## config.mk

```make
export PLATFORM = sky130hd
export DESIGN_NAME = uart_rx_fsm
export DESIGN_NICKNAME = d
export VERILOG_FILES = /design/src/rtl/uart_rx_fsm.sv
export SDC_FILE = /design/constraint.sdc
export NUM_CORES = 1
export LEC_CHECK = 0
export BUFFER_PORTS_ARGS = -buffer_cell sky130_fd_sc_hd__buf_4
export CAP_MARGIN = 20
export CELL_PAD_IN_SITES_DETAIL_PLACEMENT = 1
export CELL_PAD_IN_SITES_GLOBAL_PLACEMENT = 1
export CORE_MARGIN = 2
export CORE_UTILIZATION = 30
export CTS_BUF_LIST = sky130_fd_sc_hd__clkbuf_8 sky130_fd_sc_hd__clkbuf_16
export DETAILED_ROUTE_END_ITERATION = 6
export GPL_TIMING_DRIVEN = 0
export HOLD_SLACK_MARGIN = 0.15
export PLACE_DENSITY = 0.75
export SLEW_MARGIN = 25
export SYNTH_ARGS = -nofsm -noshare
export SYNTH_HDL_FRONTEND = slang
export SYNTH_SLANG_ARGS = --single-unit
```

## constraint.sdc

```tcl
create_clock -name clk -period 2.2 [get_ports clk]
set_clock_uncertainty 0.1 [all_clocks]
set_input_delay 0.55 -clock clk [delete_from_list [all_inputs] [get_ports clk]]
set_output_delay 0.55 -clock clk [all_outputs]
set_load 0.05 [all_outputs]
```

## src/rtl/uart_rx_fsm.sv

```systemverilog
// UART receive control FSM: frame sequencing, bit/edge counters and checker enables.
// Optional parity support is compiled in when UART_RX_PARITY_EN is defined.
module uart_rx_fsm (
    input  logic       clk,
    input  logic       rst,
    input  logic       RX_IN,
    input  logic       PAR_EN,
    input  logic [5:0] Prescale,
    input  logic       strt_glitch,
    input  logic       par_err,
    input  logic       stp_err,
    output logic [4:0] edge_count,
    output logic [3:0] bit_count,
    output logic       dat_samp_en,
    output logic       deser_en,
    output logic       strt_chk_en,
    output logic       par_chk_en,
    output logic       stp_chk_en,
    output logic       data_valid,
    output logic       frame_err
);

    localparam logic [2:0] IDLE   = 3'd0;
    localparam logic [2:0] START  = 3'd1;
    localparam logic [2:0] DATA   = 3'd2;
    localparam logic [2:0] STOP   = 3'd4;
`ifdef UART_RX_PARITY_EN
    localparam logic [2:0] PARITY = 3'd3;
`endif

    logic [2:0] state_q, state_d;
    logic [4:0] edge_q, edge_d;
    logic [3:0] bit_q, bit_d;
    logic [5:0] ps_q, ps_d;
    logic       dv_q, dv_d;
    logic       fe_q, fe_d;
    logic       par_bad;
    logic       eob;

`ifdef UART_RX_PARITY_EN
    logic par_flag_q, par_flag_d;
    assign par_bad = par_flag_q;
`else
    logic unused_par;
    assign unused_par = PAR_EN ^ par_err;
    assign par_bad    = 1'b0;
`endif

    assign eob = (state_q != IDLE) && ({1'b0, edge_q} == ps_q - 6'd1);

    always_comb begin
        state_d = state_q;
        edge_d  = 5'd0;
        bit_d   = bit_q;
        ps_d    = ps_q;
        dv_d    = 1'b0;
        fe_d    = 1'b0;
`ifdef UART_RX_PARITY_EN
        par_flag_d = par_flag_q;
`endif
        if (state_q != IDLE)
            edge_d = eob ? 5'd0 : edge_q + 5'd1;

        case (state_q)
            IDLE: begin
                bit_d = 4'd0;
`ifdef UART_RX_PARITY_EN
                par_flag_d = 1'b0;
`endif
                if (!RX_IN) begin
                    state_d = START;
                    // Out-of-range prescale falls back to 8x oversampling.
                    ps_d = (Prescale >= 6'd4 && Prescale <= 6'd32) ? Prescale : 6'd8;
                end
            end
            START: if (eob) begin
                if (strt_glitch) begin
                    state_d = IDLE;
                    fe_d    = 1'b1;
                end else begin
                    state_d = DATA;
                    bit_d   = 4'd1;
                end
            end
            DATA: if (eob) begin
                bit_d = bit_q + 4'd1;
                if (bit_q == 4'd8) begin
`ifdef UART_RX_PARITY_EN
                    state_d = PAR_EN ? PARITY : STOP;
`else
                    state_d = STOP;
`endif
                end
            end
`ifdef UART_RX_PARITY_EN
            PARITY: if (eob) begin
                bit_d      = bit_q + 4'd1;
                par_flag_d = par_err;
                state_d    = STOP;
            end
`endif
            STOP: if (eob) begin
                state_d = IDLE;
                bit_d   = 4'd0;
                dv_d    = !stp_err && !par_bad;
                fe_d    = stp_err || par_bad;
            end
            default: begin
                state_d = IDLE;
                bit_d   = 4'd0;
            end
        endcase
    end

    always_ff @(posedge clk or negedge rst) begin
        if (!rst) begin
            state_q <= IDLE;
            edge_q  <= 5'd0;
            bit_q   <= 4'd0;
            ps_q    <= 6'd0;
            dv_q    <= 1'b0;
            fe_q    <= 1'b0;
        end else begin
            state_q <= state_d;
            edge_q  <= edge_d;
            bit_q   <= bit_d;
            ps_q    <= ps_d;
            dv_q    <= dv_d;
            fe_q    <= fe_d;
        end
    end

`ifdef UART_RX_PARITY_EN
    always_ff @(posedge clk or negedge rst) begin
        if (!rst) par_flag_q <= 1'b0;
        else      par_flag_q <= par_flag_d;
    end
    assign par_chk_en = (state_q == PARITY);
`else
    assign par_chk_en = 1'b0;
`endif

    assign edge_count  = edge_q;
    assign bit_count   = bit_q;
    assign dat_samp_en = (state_q != IDLE);
    assign deser_en    = (state_q == DATA);
    assign strt_chk_en = (state_q == START);
    assign stp_chk_en  = (state_q == STOP);
    assign data_valid  = dv_q;
    assign frame_err   = fe_q;

endmodule

```

==> results of run 1 <==
[cells by family after synthesis]
kind of cell | count (synthesis) | share of synthesized area, %
flops | 20 | 43.53
fa+ha+maj | 4 | 4.353
compound gates | 27 | 16.11
simple gates | 50 | 22.85
other cells | 1 | 0.3261
xor+xnor | 10 | 7.617
buf+inv | 15 | 5.223
[state kept, by name (all words and copies together), names as in the netlist]
register and flops:
bit_count 4, data_valid 1, edge_count 5, frame_err 1, ps_q 6, state_q 3
[cells in the final DEF (no fill, tap or decap), types with 5 or more instances in the layout]
cell / instances
nand2_1: 9
clkbuf_8: 5
nand3_1: 5
dfrtp_1: 19
o21ai_0: 5
xnor2_1: 6
nor2_1: 13
inv_1: 10
buf_4: 31
[worst max-delay path: stages, from the launching register on]
cell and delay (ps):
dfrtp_1 400, or3_4 390, o31a_1 270, a311oi_2 260
nand3_2 200, or4_1 470, o211ai_1 120
[what timing repair did]
item,CTS,global route
hold endpoints to repair,20,0
endpoints found under the setup margin,16,18
setup buffers,3,2
gates resized for setup,7,1
pin swaps,3,2
hold buffers,1,0
[metal layers]
layer | track usage, % | vias up | part of all wire (%)
li1 | - | 511 | -
met1 | 17.18 | 528 | 42
met2 | 30.05 | 29 | 53
met3 | 4.089 | 2 | 4.9
met4 | 2.083 | 0 | 0.67
met5 | 0 | - | 0
[worst max path at each step]
stage                   endpoint  slack, ps  cells after the start
floorplan           bit_count[3]          8                      6
global placement    bit_count[0]       -180                      7
detailed placement  bit_count[3]       -270                      7
global route        bit_count[2]       -210                      9
CTS                 bit_count[2]       -180                      6
finish              bit_count[2]        -80                      6
[stage by stage]
step                      utilization, %  total power, mW
final                              42.11            2.007
after CTS                          41.56            1.999
after global routing               42.11            2.144
after detailed placement           38.48            1.621
after floorplan                        -            1.330
after global placement             38.48            1.569
[layout make-up]
cell class | count | share of cell area [%]
inverter | 10 | 2.435
clock buffer | 4 | 3.571
buffer | 4 | 1.867
sequential | 20 | 32.55
tap | 48 | 3.896
multi-input combinational | 92 | 40.42
timing repair buffer | 31 | 15.26
[power groups by stage]
stage	Sequential [mW]	Clock (mW)	Combinational (mW)
after CTS	0.613	0.296	1.09
after global placement	0.607	0	0.962
after floorplan	0.731	0	0.599
final	0.616	0.286	1.11
after global routing	0.632	0.313	1.20
after detailed placement	0.616	0	1.00
==> flow_summary.yaml, run 1 <==
pwr:
  p_per_area_mw_per_mm2: 1302
  leakage_nw: 0.6946
  max-vdd-ir-drop_mv: 0.7324
  power_frac_comb_pct: 55.1
  clkPwrFrac_pct: 14.2
  swShare_pct: 46.49
  p_sw_uw: 933.1
  p_int_mw: 1.074
  power_frac_seq_pct: 30.7
layout:
  nFillCells: 428
  drive_gt1_share_pct: 29.19
  multiInputGateArea_um2: 623.1
  area_growth_pct: 34.06
  fin_nets: 179
  seqCellArea_um2: 501.7
  finalNonFillerCells: 209
  antennaDiodeCount: 0
  design_area_mm2: 0.001541
yosys:
  yosys.area.top_type: "dfrtp_1"
  ys.flop_type: "dfrtp_1"
  synth_top_area_share_pct: 43.53
  syn_area_mm2: 0.001150
  netlist_top_cells_count: "20 x dfrtp_1, 13 x nor2_1, 10 x inv_1, 10 x nand2_1, 6 x xnor2_1"
  ys_types: 37
  synth.avg_cell_area_um2: 9.054
  synthArstFlopShare_pct: 100.0
  synth_enable_flop_cells: 0
  synth_seq_area_share_pct: 43.53
  yosysMostFrequentCell: "dfrtp_1"
  ys_ff_latch: 20
  ys_warn_count: 0
  synth_area_leaders: "dfrtp_1 44%, xnor2_1 4.6%, ha_1 4.4%"
  syn-instance-count: 127
  syn-num-nets: 144
sta:
  final.setup.worst_slack_ps: -82.90
  finalSetupViolCount: 5
  post-route-min-period_ps: 2283
  rsz0062_at_grt: "yes"
  max_freq_mhz: 438.0
  slew_viol_final: 0
  hold_violations: 0
  worst_hold_slack_ps: 350.4
  tns_ps: -276.6
  period_share_pct: 103.8
placed_design:
  portBuffers: 25
  placedCellCount: 200
  placed_cell_area_mm2: 0.001409
  place_congestion: 0.8538
  dp_hpwl_mm: 2.347
  post-place-ws_ps: -269.4
setup_path:
  r2r_start: "ps_q[0]"
  start_kind: "flip-flop"
  crit_start: "ps_q[0]"
  critPathCaptureType: "flip-flop"
  path_max_fanout: 7
  criticalPathCategory: "reg -> reg"
  crit_arrival_ps: 2360
  rrSetupSlack_ps: -80
  critPathRequiredTime_ps: 2280
  r2r_cells: 6
  r2r_end: "bit_count[2]"
clock_network:
  cts_buffers: 3
  clkLatencyLatePin_ps: 260
  clk_pin_slew_ps: 80
  cts_tree: "done"
  cts.sinks: 20
  clock-root-buffer: "clkbuf_8"
  htree_levels: 1
  cts.path.max_buffers: 2
global_route:
  grt_max_degree: 21
  antenna_found_initial: 0
  grt_pass1_vias: 1157
  overflow: 0
  groute.usage.overall_pct: 15.55
  grt_pass1_wl_mm: 5.223
min_path:
  whs_endpoint: "data_valid"
  hp-class: "in -> reg"
  hp-start: "stp_err"
  hold_path_depth: 2
drt:
  routed_wl_mm: 3.156
  vias: 1070
  first_iter_violations: 44
  wl_per_cell_um: 15.10
  route.detailed.drc: 0
  ant_nets: 0
  viasPerCell: 5.120
  first_pass_iters: 4
floorplan:
  initial_utilization_pct: 31.41
  dieArea_mm2: 0.004344
  core_mm2: 0.003661
  die_h_um: 65.91
  io_pins: 29
  rows: 22
  die_w_um: 65.91
status:
  status: "finished with violations"
  failed_checks: "negative setup slack"
flow_run:
  max_cap_viol_count: 0
Power figures use the tool's default switching activity.
==> run 2, diff against run 1 <==
BUFFER_PORTS_ARGS = -buffer_cell sky130_fd_sc_hd__buf_2   (was -buffer_cell sky130_fd_sc_hd__buf_4)
CORE_UTILIZATION = 40   (was 30)
PLACE_DENSITY = 0.89   (was 0.75)
clock period = 2.79 ns   (was 2.2 ns; I/O delays follow)
==> flow_summary.yaml, run 2 (synthesis gave the netlist of run 1 again) <==
status:
  status: "completed"
sta:
  post-route-min-period_ps: 2642
  worst_hold_slack_ps: 277.1
  tns_ps: 0
  worst_slew_pin_slew_ps: 681.0
  relSlewSlack_pct: 54.25
  rsz0062_at_grt: "no"
  finalSetupViolCount: 0
  slew_viol_final: 0
  period_share_pct: 94.71
  max_freq_mhz: 378.4
  hold_violations: 0
  final.setup.worst_slack_ps: 147.5
floorplan:
  io_pins: 29
  rows: 19
  core_mm2: 0.002734
  initial_utilization_pct: 42.06
  dieArea_mm2: 0.003319
  die_w_um: 57.62
  die_h_um: 57.62
min_path:
  hp-class: "in -> async"
clock_network:
  postCtsSetupRepairBufs: 0
  clock-root-buffer: "clkbuf_8"
  cts_tree: "done"
  cts.path.max_buffers: 2
  clk_pin_slew_ps: 80
  cts_buffers: 3
  htree_levels: 1
  clkLatencyLatePin_ps: 260
  cts.sinks: 20
  cts_resized: 0
  ctsHoldBuffers: 0
placed_design:
  portBuffers: 25
  place_congestion: 0.8056
  placed_cell_area_mm2: 0.001314
  post-place-ws_ps: 351.4
  dp_hpwl_mm: 2.279
pwr:
  max-vdd-ir-drop_mv: 0.7327
  leakage_nw: 0.6495
  p_per_area_mw_per_mm2: 1068
layout:
  layout_commonest_cell: "buf_2"
  area_growth_pct: 19.04
  fin_util_pct: 50.07
  largest_reg_flops: 6
  design_area_mm2: 0.001369
  fin_nets: 174
  regMostFlops: "ps_q"
  most-common-layout-cells: "25 x buf_2, 20 x dfrtp_1, 13 x nor2_1"
  drive_gt1_share_pct: 21.79
  antennaDiodeCount: 0
drt:
  first_pass_iters: 4
  routed_wl_mm: 2.961
  viasPerCell: 5.588
  vias: 1045
  first_iter_violations: 22
  ant_nets: 0
  route.detailed.drc: 0
  wl_per_cell_um: 15.83
global_route:
  overflow: 0
  grt_pass1_wl_mm: 5.154
  grt_pass1_vias: 1150
  groute.usage.overall_pct: 20.06
  antenna_found_initial: 0
  grt_max_degree: 21
setup_path:
  critPathCaptureType: "primary output"
  path_max_fanout: 8
  criticalPathCategory: "reg -> out"
  rrSetupSlack_ps: 330
  start_kind: "flip-flop"
  crit_arrival_ps: 1840
  critPathRequiredTime_ps: 1990
flow_run:
  max_cap_viol_count: 0
==> run 2: final timing paths <==
| check | start | end | cells after the start |
|---|---|---|---|
| setup / recovery | state_q[2] | stp_chk_en | 3 |
| hold / removal | rst | bit_count[3] | 1 |
| setup reg to reg | ps_q[0] | bit_count[2] | 7 |
| hold reg to reg | edge_count[0] | edge_count[0] | 1 |
| max in group asynchronous | rst | ps_q[2] | 1 |
| min in group clk | edge_count[0] | edge_count[0] | 1 |
==> run 2: critical path, cell delays in order, from the launching register on <==
cell and delay, ps:
dfrtp_1 330, clkbuf_1 270, nor3b_1 590, buf_2 380
==> run 2: area by class of cell <==
cell class / instances / area [µm²]
buffer: 5 / 22.52
clock buffer: 4 / 55.05
fill: 338 / 1365
inverter: 10 / 37.54
multi-input combinational: 92 / 589.3
sequential: 20 / 500.5
tap: 31 / 38.79
timing repair buffer: 25 / 125.1
==> run 2: power breakdown <==
group,internal [mW],switching (mW)
clock network,0.126,0.102
registers,0.367,0.110
logic,0.254,0.503
total,0.747,0.715
==> run 2: per-stage QoR <==
step	cells	total power, mW
floorplan	127	1.042
global placement	183	1.189
detailed placement	183	1.239
CTS	187	1.478
global route	187	1.571
finish	187	1.462
==> run 2: per-layer routing <==
layer / track usage, % / vias to the layer above / wire length (µm)
met1: 21.97 / 508 / 1166
met5: 0 / - / 0
met3: 4.241 / 6 / 141
met4: 5.648 / 0 / 43
li1: - / 499 / -
met2: 38.47 / 32 / 1610
==> run 3, diff against run 2 <==
PLACE_DENSITY = default   (was 0.89)
PLACE_DENSITY_LB_ADDON = 0.12   (was default)
==> flow_summary.yaml, run 3 (synthesis gave the netlist of run 1 again) <==
status:
  status: "completed"
setup_path:
  critPathCaptureType: "primary output"
  start_kind: "flip-flop"
  crit_arrival_ps: 1740
  critPathRequiredTime_ps: 1990
  criticalPathCategory: "reg -> out"
  path_max_fanout: 8
sta:
  worst_slew_pin_slew_ps: 561.8
  post-route-min-period_ps: 2537
  max_freq_mhz: 394.2
  tns_ps: 0
  final.setup.worst_slack_ps: 253.2
  hold_violations: 0
  finalSetupViolCount: 0
  slew_viol_final: 0
  period_share_pct: 90.93
  relSlewSlack_pct: 62.47
  rsz0062_at_grt: "no"
pwr:
  finalPower_mw: 1.489
  p_per_area_mw_per_mm2: 1081
  leakage_nw: 0.6511
  max-vdd-ir-drop_mv: 0.6800
layout:
  antennaDiodeCount: 0
  layout_commonest_cell: "buf_2"
  seqCellArea_um2: 500.5
  drive_gt1_share_pct: 21.79
  regMostFlops: "ps_q"
  area_growth_pct: 19.80
  fin_nets: 174
  most-common-layout-cells: "25 x buf_2, 20 x dfrtp_1, 13 x nor2_1"
  multiInputGateArea_um2: 598.1
  nFillCells: 325
  largest_reg_flops: 6
floorplan:
  die_h_um: 57.62
  initial_utilization_pct: 42.06
  io_pins: 29
  rows: 19
  core_mm2: 0.002734
  dieArea_mm2: 0.003319
  die_w_um: 57.62
drt:
  first_iter_violations: 24
  vias: 1025
  ant_nets: 0
  wl_per_cell_um: 15.28
  viasPerCell: 5.481
  first_pass_iters: 4
  route.detailed.drc: 0
  routed_wl_mm: 2.858
global_route:
  grt_max_degree: 21
  groute.usage.overall_pct: 19.71
  antenna_found_initial: 0
  grt_pass1_vias: 1054
  overflow: 0
  grt_pass1_wl_mm: 4.954
clock_network:
  cts.path.max_buffers: 2
  clk_pin_slew_ps: 80
  clkLatencyLatePin_ps: 260
  htree_levels: 1
  postCtsSetupRepairBufs: 0
  clock-root-buffer: "clkbuf_8"
  cts_tree: "done"
  cts_buffers: 3
  cts.sinks: 20
placed_design:
  place_congestion: 0.7852
  post-place-ws_ps: 240.2
  portBuffers: 25
  dp_hpwl_mm: 2.215
flow_run:
  max_cap_viol_count: 0
min_path:
  hp-class: "in -> async"
## run 3: per-stage QoR
stage | util [%] | cells | hold slack, ps | area (µm²)
after floorplan | - | 127 | 301.9 | 1150
after global placement | 48.05 | 183 | 401.8 | 1314
after global routing | 50.39 | 187 | 292.5 | 1378
final | 50.39 | 187 | 274.7 | 1378
after CTS | 50.07 | 187 | 286.0 | 1369
after detailed placement | 48.05 | 183 | 413.8 | 1314
## run 3: path summary, 6_finish.rpt
check	start	cells past startpoint	slack, ps	end
worst max register to register	ps_q[0]	7	260	bit_count[3]
max in group asynchronous	rst	1	2000	ps_q[0]
worst min register to register	edge_count[0]	1	440	edge_count[0]
worst min-delay path	rst	1	270	edge_count[2]
worst max-delay path	state_q[2]	3	250	stp_chk_en
min in group clk	edge_count[0]	1	440	edge_count[0]
## run 3: final cells by class
class	count	area share, %
flip-flops and latches	20	36.33
well taps	31	2.816
repair buffers	25	9.083
clock buffers	4	3.996
inverters	10	2.725
multi-input cells	92	43.42
plain buffers	5	1.635
## run 3: repair_timing
action / in CTS / in global routing
hold buffers: 0 / 0
endpoints found under the setup margin: 0 / 1
resized for setup: 0 / 1
## run 3: power breakdown
group          switching [mW]  leakage [nW]  internal [mW]  total [mW]
Sequential              0.107         0.264          0.367       0.474
Combinational           0.528         0.359          0.261       0.789
Clock                  0.0994        0.0288          0.126       0.225
Total                   0.734         0.651          0.754        1.49
## run 3: critical path: stages (launching register included)
cell and delay [ps]:
dfrtp_1 320, clkbuf_1 260, nor3b_1 530, buf_2 370
## run 3: per-layer routing
layer	vias to the layer above	wire length [µm]	track usage (%)
met1	492	1273	26.65
met2	24	1425	32.47
met4	0	47	6.977
met3	5	112	2.679
met5	-	0	0
li1	504	-	-
